==> src/rtl/load_buffer_writer.sv <==
// load_buffer_writer: executes one load instruction. On ap_start it latches the
// instruction, issues a single DRAM read request, then writes the returned stream
// beats into the selected buffer channel at consecutive (wrapping) word addresses,
// and finishes with an ap_done pulse.
//
// Optional feature: define LOAD_ERR_CHECK_EN to enable the sticky err flag
// (tlast misplaced/missing, buffer id out of range). Undefined: err is tied 0.
//
// Ports:
//   kernel_clk, kernel_rst         clock, async active-high reset
//   ap_start, ctrl_addr_offset,    instruction strobe, DRAM base byte address,
//   ctrl_instruction               instruction word
//   ap_done, busy                  completion pulse, busy flag
//   dram_xfer_start_addr,          read request address/size, held while busy
//   dram_xfer_size_in_bytes,
//   read_start                     one-cycle read request pulse
//   data_tvalid/tlast/tdata/tready input stream
//   buf_wr_valid/addr/data         one-hot buffer write port
//   err                            sticky error flag
module load_buffer_writer #(
    parameter int unsigned DATA_W  = 512,
    parameter int unsigned ADDR_W  = 64,
    parameter int unsigned XFER_W  = 32,
    parameter int unsigned NUM_BUF = 5,
    parameter int unsigned BUF_AW  = 11
) (
    input  logic                kernel_clk,
    input  logic                kernel_rst,
    input  logic                ap_start,
    input  logic [ADDR_W-1:0]   ctrl_addr_offset,
    input  logic [95:0]         ctrl_instruction,
    output logic                ap_done,
    output logic                busy,
    output logic [ADDR_W-1:0]   dram_xfer_start_addr,
    output logic [XFER_W-1:0]   dram_xfer_size_in_bytes,
    output logic                read_start,
    input  logic                data_tvalid,
    input  logic                data_tlast,
    input  logic [DATA_W-1:0]   data_tdata,
    output logic                data_tready,
    output logic [NUM_BUF-1:0]  buf_wr_valid,
    output logic [BUF_AW-1:0]   buf_wr_addr,
    output logic [DATA_W-1:0]   buf_wr_data,
    output logic                err
);

    localparam int unsigned LINE = DATA_W / 8;

    typedef enum logic [1:0] {IDLE, ISSUE, STREAM, DONE} state_t;

    state_t               state, state_next;
    logic [3:0]           buf_id, id_next;
    logic [15:0]          buf_start, start_next;
    logic [15:0]          line_count, count_next;
    logic [15:0]          received, recv_next;
    logic                 busy_next, ap_done_next, read_start_next, tready_next;
    logic [ADDR_W-1:0]    addr_next;
    logic [XFER_W-1:0]    size_next;
    logic [NUM_BUF-1:0]   wr_valid_next;
    logic [BUF_AW-1:0]    wr_addr_next;
    logic [DATA_W-1:0]    wr_data_next;

    logic beat_accept;
    logic last_beat;
    logic id_bad;

    // Reserved instruction bits carry no function.
    logic unused_bits;
    assign unused_bits = ^{ctrl_instruction[95:64], ctrl_instruction[15:4], data_tlast};

    assign beat_accept = data_tvalid && data_tready;
    assign last_beat   = (received + 16'd1) == line_count;
    assign id_bad      = 32'(buf_id) >= NUM_BUF;

`ifdef LOAD_ERR_CHECK_EN
    logic err_q, err_next;
    assign err = err_q;
`else
    assign err = 1'b0;
`endif

    // Next-state and next-output logic.
    always_comb begin
        state_next      = state;
        busy_next       = busy;
        ap_done_next    = 1'b0;
        read_start_next = 1'b0;
        tready_next     = data_tready;
        wr_valid_next   = '0;
        wr_addr_next    = buf_wr_addr;
        wr_data_next    = buf_wr_data;
        id_next         = buf_id;
        start_next      = buf_start;
        count_next      = line_count;
        recv_next       = received;
        addr_next       = dram_xfer_start_addr;
        size_next       = dram_xfer_size_in_bytes;
`ifdef LOAD_ERR_CHECK_EN
        err_next        = err_q;
        if (state != IDLE && id_bad) begin
            err_next = 1'b1;
        end
`endif
        case (state)
            IDLE: begin
                // ap_start coinciding with the ap_done pulse belongs to the finished job.
                if (ap_start && !ap_done) begin
                    id_next    = ctrl_instruction[3:0];
                    start_next = ctrl_instruction[31:16];
                    count_next = ctrl_instruction[63:48];
                    recv_next  = 16'd0;
                    addr_next  = ctrl_addr_offset
                               + ADDR_W'(ctrl_instruction[47:32]) * ADDR_W'(LINE);
                    size_next  = XFER_W'(64'(ctrl_instruction[63:48]) * 64'(LINE));
                    busy_next  = 1'b1;
`ifdef LOAD_ERR_CHECK_EN
                    err_next   = 1'b0;
`endif
                    state_next = (ctrl_instruction[63:48] == 16'd0) ? DONE : ISSUE;
                end
            end
            ISSUE: begin
                read_start_next = 1'b1;
                tready_next     = 1'b1;
                state_next      = STREAM;
            end
            STREAM: begin
                if (beat_accept) begin
                    wr_valid_next = id_bad ? '0 : (NUM_BUF'(1) << buf_id);
                    wr_addr_next  = BUF_AW'(buf_start + received);
                    wr_data_next  = data_tdata;
                    recv_next     = received + 16'd1;
`ifdef LOAD_ERR_CHECK_EN
                    if (data_tlast != last_beat) begin
                        err_next = 1'b1;
                    end
`endif
                    if (last_beat) begin
                        tready_next = 1'b0;
                        state_next  = DONE;
                    end
                end
            end
            DONE: begin
                ap_done_next = 1'b1;
                busy_next    = 1'b0;
                state_next   = IDLE;
            end
            default: state_next = IDLE;
        endcase
    end

    // State and output registers.
    always_ff @(posedge kernel_clk or posedge kernel_rst) begin
        if (kernel_rst) begin
            state                   <= IDLE;
            busy                    <= 1'b0;
            ap_done                 <= 1'b0;
            read_start              <= 1'b0;
            data_tready             <= 1'b0;
            buf_wr_valid            <= '0;
            buf_wr_addr             <= '0;
            buf_wr_data             <= '0;
            buf_id                  <= '0;
            buf_start               <= '0;
            line_count              <= '0;
            received                <= '0;
            dram_xfer_start_addr    <= '0;
            dram_xfer_size_in_bytes <= '0;
        end else begin
            state                   <= state_next;
            busy                    <= busy_next;
            ap_done                 <= ap_done_next;
            read_start              <= read_start_next;
            data_tready             <= tready_next;
            buf_wr_valid            <= wr_valid_next;
            buf_wr_addr             <= wr_addr_next;
            buf_wr_data             <= wr_data_next;
            buf_id                  <= id_next;
            buf_start               <= start_next;
            line_count              <= count_next;
            received                <= recv_next;
            dram_xfer_start_addr    <= addr_next;
            dram_xfer_size_in_bytes <= size_next;
        end
    end

`ifdef LOAD_ERR_CHECK_EN
    // Sticky error register.
    always_ff @(posedge kernel_clk or posedge kernel_rst) begin
        if (kernel_rst) begin
            err_q <= 1'b0;
        end else begin
            err_q <= err_next;
        end
    end
`endif

endmodule

==> config.mk <==
export PLATFORM = sky130hd
export DESIGN_NAME = load_buffer_writer
export DESIGN_NICKNAME = d
export VERILOG_FILES = /design/src/rtl/load_buffer_writer.sv
export SDC_FILE = /design/constraint.sdc
export NUM_CORES = 2
export LEC_CHECK = 0
export CORE_AREA = 4 4 505 507
export CTS_CLUSTER_SIZE = 10
export DETAILED_ROUTE_END_ITERATION = 7
export DIE_AREA = 0 0 509 511
export PLACE_DENSITY = 0.41
export REMOVE_ABC_BUFFERS = 1
export SETUP_SLACK_MARGIN = 0.1
export SLEW_MARGIN = 10
export SYNTH_ARGS = -nofsm -noshare
export SYNTH_HDL_FRONTEND = slang
export SYNTH_SLANG_ARGS = --single-unit
==> constraint.sdc <==
create_clock -name kernel_clk -period 22.5 [get_ports kernel_clk]
set_clock_uncertainty 0.2 [all_clocks]
set_input_delay 3.375 -clock kernel_clk [delete_from_list [all_inputs] [get_ports kernel_clk]]
set_output_delay 3.375 -clock kernel_clk [all_outputs]
set_load 0.02 [all_outputs]
* Word level (Yosys, flattened, before mapping)
Index checks and enable logic that the tools add are counted.
** Storage, ports and cells
- Register bits :: 645
- Latch bits :: 0
- RAM bits :: 0
- Memory bits (read-only) :: 0
- Output and inout port bits :: 629
- Logic and storage cells :: 57
- Memories kept :: 0
** Cells by class
- Add/sub/neg operators :: 3
- $mul :: 0
- Divide/modulo/power cells :: 0
- Magnitude comparators :: 1
- Equality and inequality tests :: 7
- Shift-type cells :: 1
- Multiplexer cells :: 18
- Bitwise operators :: 0
- Reductions and logical operators :: 14
** Operator list (number)
- $add 64x22->64 :: 1
- $mux 16 :: 2
- $pmux 16 s2 :: 1
- $add 16x1->16 const B :: 1
- $eq 16x16->1 :: 1
- $logic_not 16->1 :: 1
- $mux 5 :: 3
- $add 11x11->11 :: 1
- $reduce_and 3->1 :: 3
- $mux 2 :: 4
- $pmux 2 s4 :: 1
- $ne 2x2->1 const B :: 3
- $reduce_and 2->1 :: 3
- $reduce_bool 2->1 :: 3
- $mux 1 :: 5
- $shl 1x4->5 const A :: 1
- $eq 2x2->1 const B :: 2
- $ge 4x3->1 const B :: 1
- $pmux 1 s2 :: 2
- $eq 2x1->1 const B :: 1
- $logic_and 1x1->1 :: 2
- $logic_not 2->1 :: 1
- $logic_not 1->1 :: 1

* Depth between registers and ports, before layout
- Depth in word-level cells :: 5
- Mapped depth :: 13

* Worst setup path after synthesis
OpenSTA, ideal clock, no wires.
- Kind :: input-to-reg
- From :: input port ctrl_addr_offset[6]
- To :: register dram_xfer_start_addr[46]
- Library setup time :: 0.083 ns
- Arrival time :: 5.621 ns
- Slack :: 16.597 ns
- Cell stages on the path :: 12
- Path buffers :: 1
- Path through :: ha_1 -> inv_1 -> fa_1 -> nand2b_1 -> a21oi_2 -> o22ai_2 -> o21ai_2 -> a311o_1 -> buf_2 -> or4b_1 -> xor2_1 -> o21ai_0
** On the way
- Word-level cells in the longest chain between the ends :: 1
** RTL lines
- start, declared :: RTL line 30 : input logic [ADDR_W-1:0] ctrl_addr_offset,
- $add 64x22->64 :: RTL line 113 : + ADDR_W'(ctrl_instruction[47:32]) * ADDR_W'(LINE);
- end signal, assigned :: RTL line 183 : dram_xfer_start_addr <= addr_next;
- end, declared :: RTL line 34 : output logic [ADDR_W-1:0] dram_xfer_start_addr,
No other way between the ends.
A chain may end at the register's enable or synchronous reset.

* Worst setup path in the final report
Same ends and word-level chain as after synthesis.

==> run_results.csv <==
group,metric,value,unit
layout,syn_to_final_growth,73.2,%
synth,synth_area_leader_cell,"dfrtp_1",
drt,drc,0,
hold_path,hold_class,"flop to flop",
timing,timing.fmax,146,MHz
power_and_ir_drop,pwr-share-clk,0.237,
critical_path,worst-path-buf-inv,2,
synth,synth_top_area_frac,0.604,
critical_path,rr_endpoint,"buf_wr_data[233]",
floorplan,fp.dieW,509,um
synth,synth.distinct_cells,60,
clock_network,h-tree-depth,3,
timing,setup-violations-final,0,
placement,dpl_cell_area,42900,um2
power_and_ir_drop,p_comb_frac,0.464,
synth,synthTopCellsByCount,"nand2_1, dfrtp_1, clkbuf_1",
power_and_ir_drop,p_seq_frac,0.299,
floorplan,io_pins,1306,
critical_path,critPathLaunchType,"input pin",
synth,syn_inst,3047,
timing,worst_pin_slew,1.15,ns
timing,slew_headroom,0.233,
floorplan,coreArea,250000,um2
power_and_ir_drop,ir_worst_vdd,0.0000607,V
power_and_ir_drop,sw_frac_of_total,0.421,
global_routing,overflow,0,
clock_network,cts_resized,0,
floorplan,start_util,0.107,
synth,synthTopCellsByArea,"dfrtp_1, nand2_1, clkbuf_1, o21ai_0, xor2_1",
clock_network,cts_buffer_depth,3,
critical_path,r2r_start,"state[0]",
status,outcome,"finished, final reports clean",
floorplan,die_h,511,um
timing,period_needed,6.87,ns
floorplan,rows,184,
drt,drt-initial-drc-count,1554,
floorplan,die-area,260000,um2
drt,routed_wl,189,mm
run,maxCapViolCount,0,
hold_path,min_to,"buf_wr_data[477]",
global_routing,met1_usage,0.164,
clock_network,clk_pin_slew,0.06,ns
placement,io_buffers,1238,
synth,syn_area,26700,um2
hold_path,whs_path_depth,2,
critical_path,path_class,"input pin to flop",
placement,routabilityCongestion,0.899,
drt,routedWlPerCell,24.5,um
power_and_ir_drop,powerDensity,148,nW/um2
critical_path,crit_fanout,18,
critical_path,r2r_cells,8,
synth,avgSynthCellArea,8.77,um2
clock_network,cts_num_sinks,645,
layout,final_nets,4964,
placement,dpl.hpwl,155,mm
synth,synth.most_common_cell,"nand2_1",
power_and_ir_drop,cell_internal_pwr,3.95,mW
critical_path,required,22.95,ns
global_routing,grtUsageMet3,0.0997,
hold_path,hold_start,"buf_wr_data[477]",
critical_path,critical_path.top_delay_family,"compound AO/OA/AOI/OAI gates",
drt,vias,26300,
critical_path,slowest_delay,0.90,ns
critical_path,crit_slowest_cell,"a311o_1",
global_routing,grt_pass1_wl,247,mm
global_routing,use_met2,0.207,
critical_path,worstSetupEndpointType,"flop",
drt,via_per_inst,3.41,
clock_network,cts_root_buf,"clkbuf_16",
synth,async_flop_share,1.00,
layout,postLayoutCellArea,46300,um2
clock_network,ctsHoldBuffers,0,
global_routing,grt_pass1_vias,26600,
synth,synth-main-ff-cell,"dfrtp_1",
critical_path,reg2reg_slack,18.14,ns
synth,ys_seq_area_frac,0.604,
critical_path,path_depth,12,
synth,synth-edff-count,0,
timing,hold_violations,0,
global_routing,track_usage,0.140,
timing,tns,0,ns
global_routing,grt_busiest_layer,"met2",
layout,layout-drive-gt1-share,0.0439,
clock_network,numCtsBuffers,93,
clock_network,cts_tree,"done",
power_and_ir_drop,p_switching,2.87,mW
critical_path,crit_arrival,7.31,ns
drt,ant_nets,0,
timing,period_share,0.305,
critical_path,crit_chain,"clkdlybuf4s50_1 -> ha_1 -> inv_1 -> fa_1 -> nand2b_1 -> a21oi_2 -> o22ai_2 -> o21ai_2 -> a311o_1 -> or4b_1 -> xor2_1 -> o21ai_0",
global_routing,antenna_found_initial,236,
drt,drtPass1Iterations,7,
global_routing,grt_max_degree,120,
synth,yosysWarnings,0,
clock_network,worst_skew_pair.late_latency,0.71,ns
timing,slew_violations,0,
layout,fillCellCount,28000,
clock_network,post_cts_buffers,0,
timing,rsz0062_at_grt,"false",
power_and_ir_drop,p_leak,20.8,nW
synth,yosys_register_bits,645,
## worst min-delay path, cell delays in order, from the launching register on
cell and delay (ns):
dfrtp_1 0.33, nand2_1 0.05, nand2_1 0.06
## logic make-up (layout without fill, tap and decap cells)
family,count (synthesis),in the layout,share of synthesized area
xor gates and xnor gates,82,82,0.0269
other,1,46,0.000140
buffers and inverters,191,1453,0.0301
DFF,645,645,0.604
AOI/OAI and AO/OA,178,178,0.0400
muxes,4,4,0.00150
and+or+nand+nor,1912,1912,0.281
adders and majority gates,34,34,0.0165
## sequential cells by signal, indices dropped and copies added, names as in the netlist, 2 cells and up
name and count:
buf_wr_addr 11, buf_id 4, received 16, line_count 16, buf_start 11, buf_wr_valid 5
dram_xfer_start_addr 64, state 2, buf_wr_data 512
## cell usage in the layout, fill, tap and decap left out, types with 28 or more instances in the layout
cell type	synthesis	final
dfrtp_1	645	645
nor2_1	37	36
nand3_1	29	28
diode_2	0	29
xnor2_1	28	28
clkbuf_16	0	95
nand2_1	1744	1744
clkdlybuf4s50_1	0	1238
o21ai_0	95	94
ha_1	32	32
xor2_1	54	54
## power by group through the flow
| stage | clock (mW) | sequential, mW | combinational (mW) |
|---|---|---|---|
| 6_report | 1.62 | 2.04 | 3.17 |
| 5_1_grt | 1.73 | 2.11 | 3.42 |
| 4_1_cts | 1.69 | 2.05 | 3.28 |
| 3_5_place_dp | 0 | 2.05 | 3.26 |
| 3_3_place_gp | 0 | 2.04 | 3.26 |
| 2_1_floorplan | 0 | 2.63 | 1.02 |
## cell type report
type | instances | area (um2) | area share
Inverter | 21 | 86.3 | 0.00187
Clock inverter | 33 | 562 | 0.0121
Multi-Input combinational cell | 2227 | 9860 | 0.213
Sequential cell | 645 | 16100 | 0.349
Antenna cell | 29 | 72.6 | 0.00157
Tap cell | 3348 | 4190 | 0.0905
Clock buffer | 134 | 2750 | 0.0595
Timing Repair Buffer | 1265 | 12600 | 0.272
## layer usage
layer	vias up	part of all wire
met5	-	0.0062
met4	184	0.018
met3	360	0.16
met2	1299	0.42
met1	12500	0.39
li1	12000	-
## through the flow
stage | worst slack (ns) | utilization | total power, mW | hold slack (ns) | cells
final | 15.63 | 0.185 | 6.83 | 0.269 | 7702
after global routing | 15.47 | 0.184 | 7.26 | 0.285 | 7677
after CTS | 15.64 | 0.184 | 7.02 | 0.274 | 7673
after detailed placement | 14.81 | 0.171 | 5.32 | 0.262 | 7506
after global placement | 14.85 | 0.171 | 5.31 | 0.256 | 7506
after floorplan | 0.854 | - | 3.65 | 0.231 | 2893
## worst max path at each step
stage / from / end / slack [ns]
6_report: ctrl_addr_offset[6] / dram_xfer_start_addr[46] / 15.63
5_1_grt: ctrl_addr_offset[6] / dram_xfer_start_addr[46] / 15.47
4_1_cts: ctrl_addr_offset[6] / dram_xfer_start_addr[46] / 15.64
3_5_place_dp: ctrl_addr_offset[6] / dram_xfer_start_addr[46] / 14.81
3_3_place_gp: ctrl_addr_offset[6] / dram_xfer_start_addr[46] / 14.85
2_1_floorplan: kernel_rst / ap_done / 0.85
(Power assumes the default switching activity.)
